===== src/rtl/pushpop_sequencer_pkg.sv =====
// Shared definitions for the Thumb PUSH/POP sequencer: state encoding,
// Type 14 opcode fields and the architectural register indices that the
// control unit also refers to.
package pushpop_sequencer_pkg;

    // Sequencer states
    typedef enum logic [1:0] {
        ST_IDLE  = 2'd0,
        ST_XFER  = 2'd1,
        ST_SPUPD = 2'd2
    } state_e;

    // Type 14 (PUSH/POP) opcode fields: instr[15:12] and instr[10:9]
    localparam logic [3:0] T14_OP_HI  = 4'b1011;
    localparam logic [1:0] T14_OP_MID = 2'b10;

    // Architectural register indices
    localparam logic [3:0] SP_IDX = 4'd13;
    localparam logic [3:0] LR_IDX = 4'd14;
    localparam logic [3:0] PC_IDX = 4'd15;

    // True when the halfword carries the PUSH/POP encoding
    function automatic logic is_type14(input logic [15:0] instr);
        return (instr[15:12] == T14_OP_HI) && (instr[10:9] == T14_OP_MID);
    endfunction

endpackage


===== src/rtl/pushpop_sequencer_lowest_set_enc.sv =====
// Lowest-set-bit encoder: returns the index of the least significant set bit
// of vec, plus a flag for an all-zero vector (idx is 0 in that case).
module lowest_set_enc #(
    parameter int NUM_LO_REGS = 8
) (
    input  logic [NUM_LO_REGS-1:0]         vec,
    output logic [$clog2(NUM_LO_REGS)-1:0] idx,
    output logic                           empty
);

    localparam int IDX_W = $clog2(NUM_LO_REGS);

    // Priority scan from the top down so the lowest set bit wins
    always_comb begin
        // NOTE: every variable written in a combinational block gets a default
        // first, otherwise the unassigned paths infer a latch.
        idx = '0;
        for (int i = NUM_LO_REGS - 1; i >= 0; i--) begin
            if (vec[i]) begin
                idx = IDX_W'(i);
            end
        end
    end

    assign empty = ~|vec;

endmodule


===== src/rtl/pushpop_sequencer.sv =====
// Multi-cycle Thumb Type 14 PUSH/POP sequencer. Accepts one instruction in
// IDLE, issues one memory micro-op per listed register (ascending order,
// lowest register at lowest address), then one SP-update micro-op.
// Micro-op outputs are registered from the next-state values, so they appear
// the cycle after accept/handshake and hold still while the consumer stalls.
module pushpop_sequencer
    import pushpop_sequencer_pkg::*;
#(
    parameter int NUM_LO_REGS = 8,
    parameter int WORD_BYTES  = 4,
    parameter int OFF_W       = 8
) (
    input  logic                    clk_i,
    input  logic                    rst_n_i,
    input  logic [15:0]             instr_i,
    input  logic                    instr_valid_i,
    output logic                    instr_ready_o,
    output logic                    uop_valid_o,
    input  logic                    uop_ready_i,
    output logic [3:0]              uop_reg_o,
    output logic signed [OFF_W-1:0] uop_offset_o,
    output logic                    uop_load_o,
    output logic                    uop_store_o,
    output logic                    sp_write_en_o,
    output logic signed [OFF_W-1:0] sp_delta_o,
    output logic                    busy_o,
    output logic                    done_o,
    output logic                    illegal_o
);

    // Counters must hold up to NUM_LO_REGS+1 transfers
    localparam int CNT_W = $clog2(NUM_LO_REGS + 2);
    localparam int IDX_W = $clog2(NUM_LO_REGS);

    function automatic logic [CNT_W-1:0] popcount(input logic [NUM_LO_REGS-1:0] v);
        logic [CNT_W-1:0] cnt;
        cnt = '0;
        for (int i = 0; i < NUM_LO_REGS; i++) begin
            cnt = cnt + CNT_W'(v[i]);
        end
        return cnt;
    endfunction

    // Signed byte offset for a (possibly negative) word count
    function automatic logic signed [OFF_W-1:0] word_off(input int words);
        return OFF_W'(words * WORD_BYTES);
    endfunction

    state_e                  state_q, state_d;
    logic [NUM_LO_REGS-1:0]  mask_q, mask_d;
    logic [CNT_W-1:0]        n_q, n_d;
    logic [CNT_W-1:0]        k_q, k_d;
    logic                    load_q, load_d;
    logic [CNT_W-1:0]        accept_n;
    logic                    illegal_d;

    logic                    valid_d;
    logic [3:0]              reg_d;
    logic signed [OFF_W-1:0] offset_d;
    logic                    uop_load_d;
    logic                    uop_store_d;
    logic                    sp_we_d;
    logic signed [OFF_W-1:0] delta_d;

    logic [IDX_W-1:0]        low_idx;
    logic                    low_empty;

    // Transfer count of the instruction on the input: listed low regs plus R
    assign accept_n = popcount(instr_i[NUM_LO_REGS-1:0]) + CNT_W'(instr_i[8]);

    // The encoder looks at the next mask so the registered register index
    // lines up with the registered micro-op it belongs to.
    lowest_set_enc #(
        .NUM_LO_REGS(NUM_LO_REGS)
    ) u_lowest_set_enc (
        .vec   (mask_d),
        .idx   (low_idx),
        .empty (low_empty)
    );

    // State register and per-instruction context
    always_ff @(posedge clk_i or negedge rst_n_i) begin
        if (!rst_n_i) begin
            state_q <= ST_IDLE;
            mask_q  <= '0;
            n_q     <= '0;
            k_q     <= '0;
            load_q  <= 1'b0;
        end else begin
            // NOTE: sequential state uses non-blocking assignments so every
            // flop samples the pre-edge values regardless of statement order.
            state_q <= state_d;
            mask_q  <= mask_d;
            n_q     <= n_d;
            k_q     <= k_d;
            load_q  <= load_d;
        end
    end

    // Next-state logic: accept/reject in IDLE, step through the list in XFER
    always_comb begin
        state_d   = state_q;
        mask_d    = mask_q;
        n_d       = n_q;
        k_d       = k_q;
        load_d    = load_q;
        illegal_d = 1'b0;
        unique case (state_q)
            ST_IDLE: begin
                if (instr_valid_i) begin
                    if (is_type14(instr_i) && (accept_n != '0)) begin
                        state_d = ST_XFER;
                        mask_d  = instr_i[NUM_LO_REGS-1:0];
                        n_d     = accept_n;
                        k_d     = '0;
                        load_d  = instr_i[11];
                    end else begin
                        illegal_d = 1'b1;
                    end
                end
            end
            ST_XFER: begin
                if (uop_ready_i) begin
                    // Drop the lowest set bit; once empty, the LR/PC slot is next
                    mask_d = mask_q & (mask_q - NUM_LO_REGS'(1));
                    k_d    = k_q + CNT_W'(1);
                    if ((k_q + CNT_W'(1)) == n_q) begin
                        state_d = ST_SPUPD;
                    end
                end
            end
            ST_SPUPD: begin
                if (uop_ready_i) begin
                    state_d = ST_IDLE;
                end
            end
            default: state_d = ST_IDLE;
        endcase
    end

    // Micro-op the block will present next cycle, derived from next state
    always_comb begin
        valid_d     = 1'b0;
        reg_d       = '0;
        offset_d    = '0;
        uop_load_d  = 1'b0;
        uop_store_d = 1'b0;
        sp_we_d     = 1'b0;
        delta_d     = '0;
        unique case (state_d)
            ST_XFER: begin
                valid_d     = 1'b1;
                uop_load_d  = load_d;
                uop_store_d = !load_d;
                if (low_empty) begin
                    reg_d = load_d ? PC_IDX : LR_IDX;
                end else begin
                    reg_d = 4'(low_idx);
                end
                // PUSH fills downward from the old SP; POP reads upward
                offset_d = load_d ? word_off(int'(k_d))
                                  : word_off(int'(k_d) - int'(n_d));
            end
            ST_SPUPD: begin
                valid_d = 1'b1;
                reg_d   = SP_IDX;
                sp_we_d = 1'b1;
                delta_d = load_d ? word_off(int'(n_d)) : word_off(-int'(n_d));
            end
            default: ;
        endcase
    end

    // Registered micro-op and status outputs
    always_ff @(posedge clk_i or negedge rst_n_i) begin
        if (!rst_n_i) begin
            uop_valid_o   <= 1'b0;
            uop_reg_o     <= '0;
            uop_offset_o  <= '0;
            uop_load_o    <= 1'b0;
            uop_store_o   <= 1'b0;
            sp_write_en_o <= 1'b0;
            sp_delta_o    <= '0;
            illegal_o     <= 1'b0;
        end else begin
            uop_valid_o   <= valid_d;
            uop_reg_o     <= reg_d;
            uop_offset_o  <= offset_d;
            uop_load_o    <= uop_load_d;
            uop_store_o   <= uop_store_d;
            sp_write_en_o <= sp_we_d;
            sp_delta_o    <= delta_d;
            illegal_o     <= illegal_d;
        end
    end

    // Ready is gated by reset so every output reads 0 while reset is held
    assign instr_ready_o = (state_q == ST_IDLE) && rst_n_i;
    assign busy_o        = (state_q != ST_IDLE);
    assign done_o        = (state_q == ST_SPUPD) && uop_ready_i;

endmodule


===== config.mk =====
export PLATFORM = sky130hd
export DESIGN_NAME = pushpop_sequencer
export DESIGN_NICKNAME = d
export VERILOG_FILES = /design/src/rtl/pushpop_sequencer_pkg.sv /design/src/rtl/pushpop_sequencer_lowest_set_enc.sv /design/src/rtl/pushpop_sequencer.sv
export SDC_FILE = /design/constraint.sdc
export NUM_CORES = 1
export LEC_CHECK = 0
export BUFFER_PORTS_ARGS = -buffer_cell sky130_fd_sc_hd__buf_2
export CAP_MARGIN = 20
export CORE_ASPECT_RATIO = 0.6
export CORE_MARGIN = 4
export CORE_UTILIZATION = 30
export CTS_BUF_LIST = sky130_fd_sc_hd__clkbuf_8 sky130_fd_sc_hd__clkbuf_16
export CTS_CLUSTER_DIAMETER = 30
export CTS_CLUSTER_SIZE = 24
export DETAILED_ROUTE_END_ITERATION = 16
export GPL_TIMING_DRIVEN = 0
export MAX_ROUTING_LAYER = met4
export PLACE_DENSITY = 0.54
export SLEW_MARGIN = 20
export SYNTH_ARGS = -nofsm -noshare
export SYNTH_HDL_FRONTEND = slang
export SYNTH_SLANG_ARGS = --single-unit

===== constraint.sdc =====
create_clock -name clk_i -period 7.8 [get_ports clk_i]
set_clock_uncertainty 0.15 [all_clocks]
set_input_delay 1.56 -clock clk_i [delete_from_list [all_inputs] [get_ports clk_i]]
set_output_delay 1.56 -clock clk_i [all_outputs]
set_load 0.02 [all_outputs]

# Word-level counts from Yosys, hierarchy flattened
# Index checks and enable logic that the tools add are counted.
# Widths: inputs -> output; s select.
[op_classes]
add_sub_neg = 12
n_eq_ne = 7
mux = 42
bitwise = 1
reduce_logical = 10
[op_table]
columns = ["cell", "n"]
rows = [
  ["$mux 8", 7],
  ["$mux 4", 7],
  ["$mux 3", 8],
  ["$add 4x1->4", 5],
  ["$pmux 4 s2", 2],
  ["$pmux 8 s2", 1],
  ["$mux 1", 11],
  ["$mux 2", 5],
  ["$and 8x8->8", 1],
  ["$reduce_or 8->1", 1],
  ["$sub 8x1->8 const B", 1],
  ["$eq 2x2->1 const B", 3],
  ["$neg 4->6", 1],
  ["$pmux 2 s3", 1],
  ["$sub 4x4->5", 1],
  ["$add 3x1->4", 1],
  ["$add 4x1->4 const B", 1],
  ["$eq 2x1->1 const B", 2],
  ["$eq 4x4->1", 1],
  ["$eq 4x4->1 const B", 1],
  ["$logic_and 1x1->1", 4],
  ["$reduce_bool 4->1", 1],
  ["$add 2x1->3", 1],
  ["$add 1x1->2", 1],
  ["other kinds (4)", 4],
]
[totals]
regBits = 44
in_bits = 20

# Longest topological paths before layout
[logic_depth]
depth_word = 23
depth_mapped = 19
depth_no_buf = 18

# Hierarchy
# A second synthesis with hierarchy kept.
[hier_totals]
cells_unflattened = 232
hier_area_um2 = 2285.9
[modules_own_cells]
columns = ["mod", "instances", "cells_each", "area_each_um2", "seq_area_each_um2"]
rows = [
  ["pushpop_sequencer", 1, 218, 2199.6, 975.9],
  ["lowest_set_enc", 1, 14, 86.3, 0.0],
]

# Worst setup path before layout
# Ideal clock, no wire load.
[synth_timing]
path_kind = "in2reg"
from = "input port instr_i[0]"
to = "register uop_offset_o[5]"
setup_time_ns = 0.084
t_arrival_ns = 5.918
required_ns = 7.566
path_slack_ns = 1.648
stages = 17
path_buffers = 1
path_cell_list = "fa_1 -> inv_1 -> fa_1 -> fa_1 -> fa_1 -> inv_1 -> fa_1 -> nor2b_1 -> a211o_4 -> buf_6 -> mux2i_1 -> ha_1 -> a21o_1 -> a21oi_1 -> xnor2_1 -> nand2_1 -> a21boi_0"
[synth_via]
elab_chain_cells = 16
word_cells_on_any_way = 26
classes_between = "9 x add/sub; 1 x eq/ne; 14 x mux; 2 x reduce/logical"
[synth_lines]
columns = ["item", "line", "source"]
rows = [
  ["from (decl)", "pushpop_sequencer.sv:15", "input logic [15:0] instr_i,"],
  ["$add 1x1->2 (*)", "pushpop_sequencer.sv:39", "cnt = cnt + CNT_W'(v[i]);"],
  ["$add 2x1->3 (*)", "pushpop_sequencer.sv:39", ""],
  ["$add 3x1->4 (*)", "pushpop_sequencer.sv:39", ""],
  ["$add 4x1->4 (*) (4 in series)", "pushpop_sequencer.sv:39", ""],
  ["$add 4x1->4 (*)", "pushpop_sequencer.sv:69", "assign accept_n = popcount(instr_i[NUM_LO_REGS-1:0]) + CNT_W'(instr_i[8]);"],
  ["$reduce_bool 4->1", "pushpop_sequencer.sv:111", "if (is_type14(instr_i) && (accept_n != '0)) begin"],
  ["$logic_and 1x1->1", "pushpop_sequencer.sv:111", ""],
  ["$mux 4", "pushpop_sequencer.sv:111", ""],
  ["$mux 4", "pushpop_sequencer.sv:110", "if (instr_valid_i) begin"],
  ["$pmux 4 s2 / $mux 4 (equally long branches)", "pushpop_sequencer.sv:108", "unique case (state_q)"],
  ["$sub 4x4->5", "pushpop_sequencer.sv:162", ": word_off(int'(k_d) - int'(n_d));"],
  ["$mux 8", "pushpop_sequencer.sv:161", "offset_d = load_d ? word_off(int'(k_d))"],
  ["$mux 8 (*)", "pushpop_sequencer.sv:150", "unique case (state_d)"],
  ["named net offset_d[5]", "pushpop_sequencer.sv:59", "logic signed [OFF_W-1:0] offset_d;"],
  ["to (signal assigned)", "pushpop_sequencer.sv:188", "uop_offset_o <= offset_d;"],
  ["to (decl)", "pushpop_sequencer.sv:21", "output logic signed [OFF_W-1:0] uop_offset_o,"],
]
# Mark *: on every way through the listed nets, which the timed path passes. The rest lies on a longest branch.

# Worst setup path after layout
# Ends and elaborated chain as after synthesis.

==> qor.yml <==
yosys:
  synthDistinctLibCells: 47
  synth_seq_cells: 39
  syn_inst: 228
  synth_fa_ha_area_share_pct: 11.5
  synth-simple-area-share_pct: 15.4
  synth.avg_cell_area_um2: 10.1
  synth_compound_area_share_pct: 13.9
  synth_area_leader_cell: "dfrtp_1"
  synth_top_family_by_area: "simple AND/OR/NAND/NOR gates"
  synthXorXnorAreaFrac_pct: 4.96
  ys_warn_count: 0
  synth.area.top_cells: "dfrtp_1, ha_1, fa_1"
  syn-cell-area_um2: 2300
  synth_top_area_share_pct: 42.5
  synth.area.mux_share_pct: 4.68
  seq_area_frac_synth_pct: 42.5
clock_network:
  cts_sinks: 39
  ctsHoldBuffers: 0
  clock_latency_ps: 280
  post_cts_resized: 0
  cts_root_buffer: "clkbuf_16"
  clk_path_buf_depth: 2
  numCtsBuffers: 5
  path_clk_slew_ps: 60
  cts_setup_buffers: 0
  cts_tree: "yes"
  htreeDepth: 2
drt:
  drc: 0
  routed_wl_mm: 5.28
  first_pass_iters: 4
  drt-initial-drc-count: 104
  postRouteAntennaNets: 0
  vias: 1743
  vias_per_cell: 4.52
  wl_per_cell_um: 13.7
die:
  die_area_um2: 9170
  pin_count: 48
  initial_utilization_pct: 31.2
  fp.dieH_um: 75.8
  die_w_um: 121
  fp.coreArea_um2: 7360
  std_cell_rows: 24
setup_path:
  timing.rr.end: "uop_offset_o[5]"
  path_max_fanout: 10
  r2r_cells: 11
  r2r_start: "state_q[1]"
  crit_end: "uop_offset_o[5]"
  critPathLaunchType: "primary input"
  cp_data_arrival_time_ps: 6490
  cp.required_ps: 7850
  startpoint: "instr_i[0]"
  critPathCaptureType: "flip-flop"
  worst-setup-path-type: "primary input to flip-flop"
  r2r_slack_ps: 4510
sta:
  final.setup.tns_ps: 0
  max_freq_ghz: 0.155
  worst_slack_ps: 1360
  worstMarginPinSlew_ps: 871
  setup_viol_count_final: 0
  hold_viol: 0
  min_period_ps: 6440
  rsz0062_at_grt: "false"
  post-route-period-util_pct: 82.6
  drv_slew: 0
  slew_headroom_pct: 42.0
final_layout:
  areaGrowthSynthToFinish_pct: 22.3
  stdcell_area_um2: 2810
  multiInputGateArea_um2: 1180
  fill_cells: 724
  layout-drive-gt1-share_pct: 23.8
  nets: 317
  insertedDiodeCount: 0
  seq_area_um2: 976
power:
  p_leak_nw: 1.46
  power.density_nw_per_um2: 305
  ir_drop_v: 0.0000995
grt:
  grt_max_degree: 41
  grt_pass1_vias: 1626
  antenna_found_initial: 0
  grt_pass1_wl_mm: 8.67
  grt_overflow_total: 0
  gr-usage-all-layers_pct: 12.9
worst_hold_path:
  hold_path.class: "flip-flop to flip-flop"
  min_from: "mask_q[7]"
placed_design:
  place_ws_ps: 1030
  portBuffers: 43
  hpwl_mm: 4.15
  placedInstanceArea_um2: 2650
  place.gp.congestion: 0.808
run:
  cap_violations: 0
status:
  outcome: "complete, no violations"
## power by group
group / internal [mW] / leakage, nW / switching (mW) / total (mW)
sequential: 0.244 / 0.534 / 0.0309 / 0.275
clock: 0.128 / 0.0731 / 0.0800 / 0.208
combinational: 0.158 / 0.850 / 0.216 / 0.374
## cells by family after synthesis
logic type	Yosys count
AOI/OAI and AO/OA	45
xor gates and xnor gates	13
adders and majority gates	18
buffers and inverters	33
DFF	39
muxes	9
other	1
and+or+nand+nor	70
## synthesized netlist by cell type, drive strengths merged
cell type  instances
dfrtp             39
inv               26
nand2             22
nor2              20
ha                10
xnor2             10
a21oi              9
o21ai              9
mux2i              8
buf                7
fa                 6
a21o               5
nand3              5
o211ai             4
and2               3
nand2b             3
nor2b              3
nor3               3
o21a               3
or3                3
xor2               3
a211oi             2
a21boi             2
a31oi              2
and3               2
and4bb             2
maj3               2
nor4               2
o211a              2
o31ai              2
a2111oi            1
a211o              1
conb               1
mux2               1
nand3b             1
o221ai             1
o22a               1
o31a               1
or2                1
## registers in the layout, indices dropped and copies added (netlist names)
| signal | flops |
|---|---|
| illegal_o | 1 |
| uop_load_o | 1 |
| sp_delta_o | 6 |
| load_q | 1 |
| uop_valid_o | 1 |
| uop_reg_o | 4 |
| k_q | 4 |
| sp_write_en_o | 1 |
| uop_offset_o | 5 |
| n_q | 4 |
| state_q | 2 |
| uop_store_o | 1 |
| mask_q | 8 |
## layout by cell type (no fill, tap or decap), drive strengths merged, types with 4 or more instances in the layout
cell and count:
a21o 5, a21oi 9, buf 50, clkbuf 6
conb 4, dfrtp 39, fa 6, ha 10
inv 26, mux2i 8, nand2 22, nand3 5
nor2 20, o211ai 4, o21ai 9, xnor2 10
## per-stage QoR
step	instances	utilization, %	power (mW)	hold WS, ps
final	386	38.2	0.857	426
after global routing	386	38.2	0.927	455
after CTS	386	38.2	0.864	427
after detailed placement	378	36.1	0.650	414
after global placement	378	36.1	0.649	401
after floorplan	231	-	0.554	363
## layout make-up
| class | instances | area share (%) |
|---|---|---|
| timing repair buffer | 43 | 7.66 |
| sequential | 39 | 34.7 |
| inverter | 26 | 3.56 |
| clock buffer | 6 | 4.94 |
| buffer | 7 | 2.00 |
| multi-input combinational | 159 | 41.9 |
| clock inverter | 2 | 0.579 |
| tap | 104 | 4.63 |
## metal layers
metal  GRT usage (%)  up-vias  wire (um)
li1                -      867          -
met1            20.8      816       3090
met2            14.7       55       1850
met3            2.97        5        305
met4            4.52        0         39
met5               -        -          0
## how the worst min path moves through the flow
stage,to,slack [ps],depth (start not counted)
finish,mask_q[7],430,2
global placement,mask_q[7],400,2
global route,mask_q[0],460,2
detailed placement,mask_q[7],410,2
floorplan,n_q[0],360,1
CTS,mask_q[7],430,2
## worst max-delay path, stage by stage
cell and delay [ps]:
buf_2 120, fa_1 520, inv_1 50, fa_1 490, fa_1 420, fa_1 390, inv_1 80, fa_1 450
nor2b_1 260, a211o_4 230, buf_6 160, mux2i_1 680, ha_1 350, a21o_1 180, a21oi_1 180, xnor2_1 140
nand2_1 60, a21boi_0 170
(Power assumes the default switching activity.)
